$ cat config.mk
export PLATFORM = sky130hd
export DESIGN_NAME = mem_responder
export DESIGN_NICKNAME = d
export VERILOG_FILES = /design/src/rtl/mem_responder.sv
export SDC_FILE = /design/constraint.sdc
export NUM_CORES = 2
export LEC_CHECK = 0
export BUFFER_PORTS_ARGS = -buffer_cell sky130_fd_sc_hd__buf_2
export CAP_MARGIN = 10
export CORE_MARGIN = 1.5
export CORE_UTILIZATION = 60
export CTS_BUF_LIST = sky130_fd_sc_hd__clkbuf_4 sky130_fd_sc_hd__clkbuf_8
export DETAILED_ROUTE_END_ITERATION = 8
export GPL_TIMING_DRIVEN = 1
export PLACE_DENSITY = 0.76
export SYNTH_ARGS = -nofsm -noshare
export SYNTH_HDL_FRONTEND = slang
export SYNTH_SLANG_ARGS = --single-unit
$ cat constraint.sdc
create_clock -name clk -period 6.8 [get_ports clk]
set_input_delay 0.34 -clock clk [delete_from_list [all_inputs] [get_ports clk]]
set_output_delay 0.34 -clock clk [all_outputs]
set_load 0.01 [all_outputs]
$ cat src/rtl/mem_responder.sv
// mem_responder: word-addressed 16-bit memory target for the multicycle
// datapath. Each access is accepted in IDLE, held for WAIT_CYCLES wait
// states, then completed with a one-cycle ready pulse.
//
// Optional feature macro: ADR_CHECK_EN
//   defined   : accesses with any adr[15:AW] bit set raise err with ready,
//               writes are dropped and reads return 16'hDEAD.
//   undefined : err is tied 0 and addresses alias modulo 2**AW.
//
// Handshake: req (with we/adr/writedata) is sampled only while the FSM is
// in IDLE; a sampled req is an accepted access and busy rises on that edge.
// Inputs are ignored while busy=1. Completion is a single-cycle ready pulse
// with readdata/err valid in that cycle; busy falls when ready falls. A req
// still high in the first IDLE cycle after ready is a new access.

module mem_responder #(
   parameter int AW          = 8,
   parameter int WAIT_CYCLES = 2
) (
   input  logic        clk,
   input  logic        reset,
   input  logic        req,
   input  logic        we,
   input  logic [15:0] adr,
   input  logic [15:0] writedata,
   output logic [15:0] readdata,
   output logic        ready,
   output logic        busy,
   output logic        err,
   output logic [1:0]  dbg_state
);

   typedef enum logic [1:0] {
      S_IDLE = 2'd0,
      S_WAIT = 2'd1,
      S_RESP = 2'd2
   } state_t;

   localparam bit         NO_WAIT  = (WAIT_CYCLES == 0);
   localparam logic [3:0] CNT_INIT = (WAIT_CYCLES > 0) ? 4'(WAIT_CYCLES - 1) : 4'd0;
   localparam int         DEPTH    = 2 ** AW;

   state_t      state_q, state_d;
   logic [3:0]  cnt_q, cnt_d;
   logic        we_q, we_d;
   logic [15:0] adr_q, adr_d;
   logic [15:0] wd_q, wd_d;
   logic [15:0] readdata_q, readdata_d;

   logic [15:0] mem_q [DEPTH];

   // Access attributes as seen on the commit edge. With no wait states the
   // commit happens on the accepting edge itself, so the live inputs are
   // used while still in IDLE; otherwise the latched copies are used.
   logic        acc_we;
   logic [15:0] acc_adr;
   logic [15:0] acc_wd;
   logic        acc_oor;
   logic        commit;
   logic        mem_we;

   assign acc_we  = (state_q == S_IDLE) ? we        : we_q;
   assign acc_adr = (state_q == S_IDLE) ? adr       : adr_q;
   assign acc_wd  = (state_q == S_IDLE) ? writedata : wd_q;

`ifdef ADR_CHECK_EN
   logic err_q, err_d;
   assign acc_oor = |acc_adr[15:AW];
   assign err     = err_q;
`else
   logic unused_adr_hi;
   assign acc_oor       = 1'b0;
   assign unused_adr_hi = ^acc_adr[15:AW];
   assign err           = 1'b0;
`endif

   // The commit edge is the one that moves the FSM into RESP.
   assign commit = (state_d == S_RESP) && (state_q != S_RESP);
   // Reset is asynchronous, so an edge that arrives while reset is held
   // must never store an aborted write.
   assign mem_we = commit && acc_we && !acc_oor && !reset;

   // Next-state, counter and request-latch logic.
   always_comb begin
      state_d = state_q;
      cnt_d   = cnt_q;
      we_d    = we_q;
      adr_d   = adr_q;
      wd_d    = wd_q;
      unique case (state_q)
         S_IDLE: begin
            if (req) begin
               we_d  = we;
               adr_d = adr;
               wd_d  = writedata;
               if (NO_WAIT) begin
                  state_d = S_RESP;
               end else begin
                  state_d = S_WAIT;
                  cnt_d   = CNT_INIT;
               end
            end
         end
         S_WAIT: begin
            if (cnt_q == 4'd0) begin
               state_d = S_RESP;
            end else begin
               cnt_d = cnt_q - 4'd1;
            end
         end
         S_RESP: begin
            state_d = S_IDLE;
         end
         default: begin
            state_d = S_IDLE;
         end
      endcase
   end

   // Read data is loaded only by a completing read and held otherwise.
   always_comb begin
      readdata_d = readdata_q;
      if (commit && !acc_we) begin
         readdata_d = acc_oor ? 16'hDEAD : mem_q[acc_adr[AW-1:0]];
      end
   end

`ifdef ADR_CHECK_EN
   // err is raised for exactly the RESP cycle of an out-of-range access.
   always_comb begin
      err_d = commit && acc_oor;
   end
`endif

   // State, counter, latched request and output registers.
   always_ff @(posedge clk or posedge reset) begin
      if (reset) begin
         state_q    <= S_IDLE;
         cnt_q      <= 4'd0;
         we_q       <= 1'b0;
         adr_q      <= 16'd0;
         wd_q       <= 16'd0;
         readdata_q <= 16'd0;
`ifdef ADR_CHECK_EN
         err_q      <= 1'b0;
`endif
      end else begin
         state_q    <= state_d;
         cnt_q      <= cnt_d;
         we_q       <= we_d;
         adr_q      <= adr_d;
         wd_q       <= wd_d;
         readdata_q <= readdata_d;
`ifdef ADR_CHECK_EN
         err_q      <= err_d;
`endif
      end
   end

   // Storage array; contents survive reset.
   always_ff @(posedge clk) begin
      if (mem_we) begin
         mem_q[acc_adr[AW-1:0]] <= acc_wd;
      end
   end

   assign readdata  = readdata_q;
   assign ready     = (state_q == S_RESP);
   assign busy      = (state_q != S_IDLE);
   assign dbg_state = state_q;

endmodule
## After elaboration in Yosys (flattened, before gate mapping)

Memory sizes are Yosys's and may differ from the RTL's. A register that Yosys moved wholly into a read port is not among the register bits.
Index checks and enable logic that the tools add are counted.
Widths: inputs -> output; s select.

- Register bits after elaboration: 31
- Input bits: 36
- Logic and storage cells: 36
- Memories: 1
- Output and inout port bits: 21
- Bits in writable memories: 4,096

Memory list:

| name | words | bits a word | rd ports | clocked after memory_dff | wr ports | RTL line | RTL |
|---|---|---|---|---|---|---|---|
| mem_q | 256 | 16 | 1 | 1 | 1 | 50 | `logic [15:0] mem_q [DEPTH];` |

- Equality and inequality tests: 6
- Muxes and demuxes: 11
- Reduce and logical (&&, ||, !) cells: 12
- $add $sub $neg: 1

Operator list:

| cell | number |
|---|---|
| $mux 16 | 1 |
| $mux 4 | 2 |
| $mux 8 | 1 |
| $pmux 4 s2 | 1 |
| $ne 2x2->1 const B | 3 |
| $eq 2x2->1 const B | 2 |
| $logic_and 1x1->1 | 4 |
| $logic_not 4->1 | 1 |
| $mux 2 | 2 |
| $pmux 2 s2 | 1 |
| $reduce_bool 2->1 | 2 |
| $sub 4x1->4 const B | 1 |
| $mux 1 | 3 |
| $reduce_and 3->1 | 1 |
| $eq 2x1->1 const B | 1 |
| $logic_not 1->1 | 2 |
| $logic_not 2->1 | 1 |
| $reduce_and 2->1 | 1 |

## Logic depth before layout (Yosys ltp)

- Depth after elaboration: 9
- Depth in mapped cells: 13

## Least setup slack after synthesis

Ideal clock, no wire load.

- Path type: reg-to-reg
- From: register state_q[1] (netlist: dbg_state[1])
- To: memory mem_q[0][10] (data pin)
- Clock period less this slack: 5.607 ns
- Setup time: 0.823 ns
- Cell stages (with the launch flop): 9
- Arrival: 4.784 ns
- Path slack: 1.193 ns
- Path through: dfrtp_1 > nor2_2 > buf_6 > buf_6 > buf_2 > buf_1 > buf_1 > nand2_1 > nand2_1

- Cells in the longest elaborated chain, start to end: 2

RTL lines:

| element | RTL line | RTL |
|---|---|---|
| start, declared | 43 | `state_t state_q, state_d;` |
| start signal, assigned | 148 | `state_q <= state_d;` |
| $logic_not 2->1 | 64 | `assign acc_wd = (state_q == S_IDLE) ? writedata : wd_q;` |
| $mux 16 | 64 |  |
| via acc_wd[10] | 57 | `logic [15:0] acc_wd;` |
| end, declared | 50 |  |

The timed path passes the listed nets, and every way through them passes these cells.

## Worst setup path after layout

- From: register state_q[0] (netlist: dbg_state[0])
- To: register readdata_q[8] (netlist: readdata[8]), read port of mem_q

- Cells in the longest elaborated chain, start to end: 5
- Elaborated cells on any way between the ends: 12
- Those cells by class: eq/ne: 3; mux: 5; reduce/logical: 4

RTL lines:

| element | RTL line | RTL |
|---|---|---|
| $eq 2x1->1, or another cell as far along | 90 | `unique case (state_q)` |
| $pmux 2 s2 | 90 |  |
| $eq 2x2->1 | 78 | `assign commit = (state_d == S_RESP) && (state_q != S_RESP);` |
| $logic_and 1x1->1 | 78 |  |
| $logic_and 1x1->1 | 123 | `if (commit && !acc_we) begin` |
| end, declared | 48 | `logic [15:0] readdata_q, readdata_d;` |

Several ways; a longest one is shown, not always the timed one.
A chain may end at the register's enable or synchronous reset.

==> reports/metrics.yaml <==
rows: 185
die_height_um: 508.0
async_flop_share: 0.01134
netlist_top_cells_area: "edfxtp_1 (80%), a22oi_1 (8.5%), a21oi_1 (2.9%), o41ai_1 (1.2%), buf_2 (0.95%)"
crit_path_max_incr_delay_ns: 0.88
wirelength_um: 410700
areaGrowthSynthToFinish_pct: 11.93
die_x_um: 508.0
worst_setup_path_end_kind: "register"
drc: 0
grt_usage: 0.3146
cts.clk_slew.worst_paths_ns: 0.06
worst_hold_slack_ns: 0.3370
synth_area_per_cell_sq_um: 17.76
status: "finished, final reports clean"
drive_gt1_frac: 0.1593
switching_share: 0.3638
cts_max_level: 6
report.final.slew_viol_count: 0
crit_start: "dbg_state[0]$_DFF_PP0_"
holdCritPathClass: "in -> async"
cap_violations: 0
cp.arrival_ns: 6.51
synth_ff_type: "edfxtp_1"
ir_drop_mv: 0.5720
final_cell_count_no_fill: 13010
place.detailed.instances: 11840
drt-wirelength-per-cell_um: 31.56
finalCritPeriodShare: 0.8090
worstMarginPinSlew_ns: 1.452
dpl_cell_area_sq_um: 158800
initial_core_util: 0.6030
busiest_layer: "met2"
netlist.top_cell.by_area: "edfxtp_1"
skew_ns: 0.08385
p_leak_nw: 52.56
antenna_found_initial: 26
synth_area_sq_um: 153000
power_density_nw_per_um2: 459.7
worst_path_max_delay_cell: "o41ai_1"
p_int_w: 0.05008
seq_area_frac_synth: 0.8117
worstPathRequired_ns: 7.81
grt_pass1_wl_um: 590400
final.setup.tns_ns: 0
core-area_sq_um: 253700
maxSlewHeadroom: 0.03171
clockBufferDepth: 4
hold_violations: 0
dp_hpwl_um: 230400
grt_use_met1: 0.4208
reg2reg_from: "dbg_state[0]$_DFF_PP0_"
syn-num-nets: 8651
drt_iter0_markers: 13960
cts_tree: "yes"
cts-root-buf: "clkbuf_8"
grt.met3_usage: 0.08089
critical_path.cell_chain: "nor2_4, o21ai_4, buf_12, buf_12, a22oi_1, a21oi_1, o41ai_1, a41oi_1, or4_1, o32a_1"
num_vias: 90470
worstSetupPathType: "reg -> reg"
overflow: 0
port_buffers: 47
synth_edf_count: 4096
crit_path_frequent_cell: "buf_12"
clkPwrFrac: 0.247
ys_seq_elements: 4143
rsz0062_at_grt: "no"
grt_use_met2: 0.4798
p_comb_frac: 0.321
yosysWarnings: 0
grt_pass1_vias: 87400
switching_power_w: 0.02863
worst-path-max-fanout: 88
finalInstanceArea_sq_um: 171200
pwr-share-seq: 0.432
setup_viol: 0
vias_per_cell: 6.952
clock_latency_ns: 1.17
place.gp.congestion: 0.9038
cts_buffers: 629
die-area_sq_um: 258000
netlist_instances: 8613
yosysTopAreaCellShare: 0.8040
min_period_ns: 5.501
synth_most_common_cell: "edfxtp_1"
max_freq_mhz: 181.8
ant_nets: 0
ys_types: 48
final_nets: 9210
grt_max_degree: 196
dr.pass1.iters: 8
ioPinCount: 57
cts.sinks: 4143
crit_path_start_kind: "register"
synth_common_cells: "edfxtp_1 (4096), a22oi_1 (1728), a21oi_1 (881)"
==> worst max-delay path: cells and delay by family (launching register included) <==
kind	cells	cell delay (ns)
DFF	1	0.53
buffers and inverters	2	0.67
and+or+nand+nor	2	1.44
AOI/OAI and AO/OA	6	2.63
==> sequential cells by signal, indices dropped and copies added, names as in the netlist <==
signal / count
adr_q: 8
cnt_q: 4
dbg_state: 2
mem_q: 4096
readdata: 16
wd_q: 16
we_q: 1
==> layout by cell type, fill, tap and decap left out, drive strengths merged, types with 11 or more instances in the layout <==
cell type	Yosys	routed
clkinvlp	0	18
o22ai	80	80
mux2	25	25
or3	11	11
dfrtp	47	47
o41ai	206	206
a221oi	160	160
nor4	21	21
nand2	78	78
a21oi	881	881
a22oi	1728	1728
nor2	284	284
a22o	160	160
dlygate4sd3	0	67
edfxtp	4096	4096
diode	0	19
clkinv	0	200
buf	406	517
a41oi	59	59
inv	7	23
o21ai	52	52
clkbuf	250	845
==> worst paths after layout <==
check	endpoint	cells after the start	slack, ns
worst max-delay path	readdata[8]$_DFFE_PP0P_	10	1.30
max in group asynchronous	readdata[1]$_DFFE_PP0P_	5	5.39
min in group clk	cnt_q[2]$_DFFE_PP0P_	5	0.44
worst max register to register	readdata[8]$_DFFE_PP0P_	10	1.30
worst min-delay path	wd_q[7]$_DFFE_PP0P_	4	0.34
worst min register to register	cnt_q[0]$_DFFE_PP0P_	1	0.51
==> cells by family after synthesis <==
logic type / count (synthesis) / synth area share
AOI/OAI and AO/OA: 3348 / 0.1535
xor gates and xnor gates: 2 / 0.0001145
adders and majority gates: 2 / 0.0001635
buffers and inverters: 663 / 0.02091
DFF: 4143 / 0.8117
muxes: 25 / 0.001840
other: 1 / 0.00002451
and+or+nand+nor: 429 / 0.01181
==> timing repair <==
action,CTS,global route
setup buffers,0,0
resized for setup,0,0
hold buffers,67,0
hold endpoints to repair,124,0
==> per-stage QoR <==
step	util	power [W]	setup WS [ns]
6_report	0.6750	0.07871	1.299
5_1_grt	0.6748	0.08093	1.186
4_1_cts	0.6747	0.07813	1.424
3_5_place_dp	0.6259	0.05897	1.490
3_3_place_gp	0.6259	0.05814	1.652
2_1_floorplan	-	0.05027	1.193
==> power by group through the flow <==
stage	registers, W	logic [W]	clock network [W]
3_3_place_gp	0.0345	0.0237	0
6_report	0.0340	0.0253	0.0194
4_1_cts	0.0340	0.0247	0.0195
2_1_floorplan	0.0360	0.0143	0
3_5_place_dp	0.0345	0.0245	0
5_1_grt	0.0340	0.0264	0.0206
==> cell type report <==
type / instances / area (sq um)
Sequential cell: 4143 / 124200
Fill cell: 15700 / 82450
Multi-Input combinational cell: 3807 / 25930
Clock buffer: 845 / 10370
Timing Repair Buffer: 584 / 5132
Tap cell: 3366 / 4212
Clock inverter: 242 / 1348
Antenna cell: 19 / 47.55
Inverter: 7 / 26.28
==> routing by layer <==
layer / up-vias / wire [um]
met5: - / 154
met4: 22 / 23460
met3: 1146 / 53920
met2: 6865 / 191800
met1: 45100 / 141400
li1: 37340 / -
Note: power is estimated with default switching activity, not from simulation.
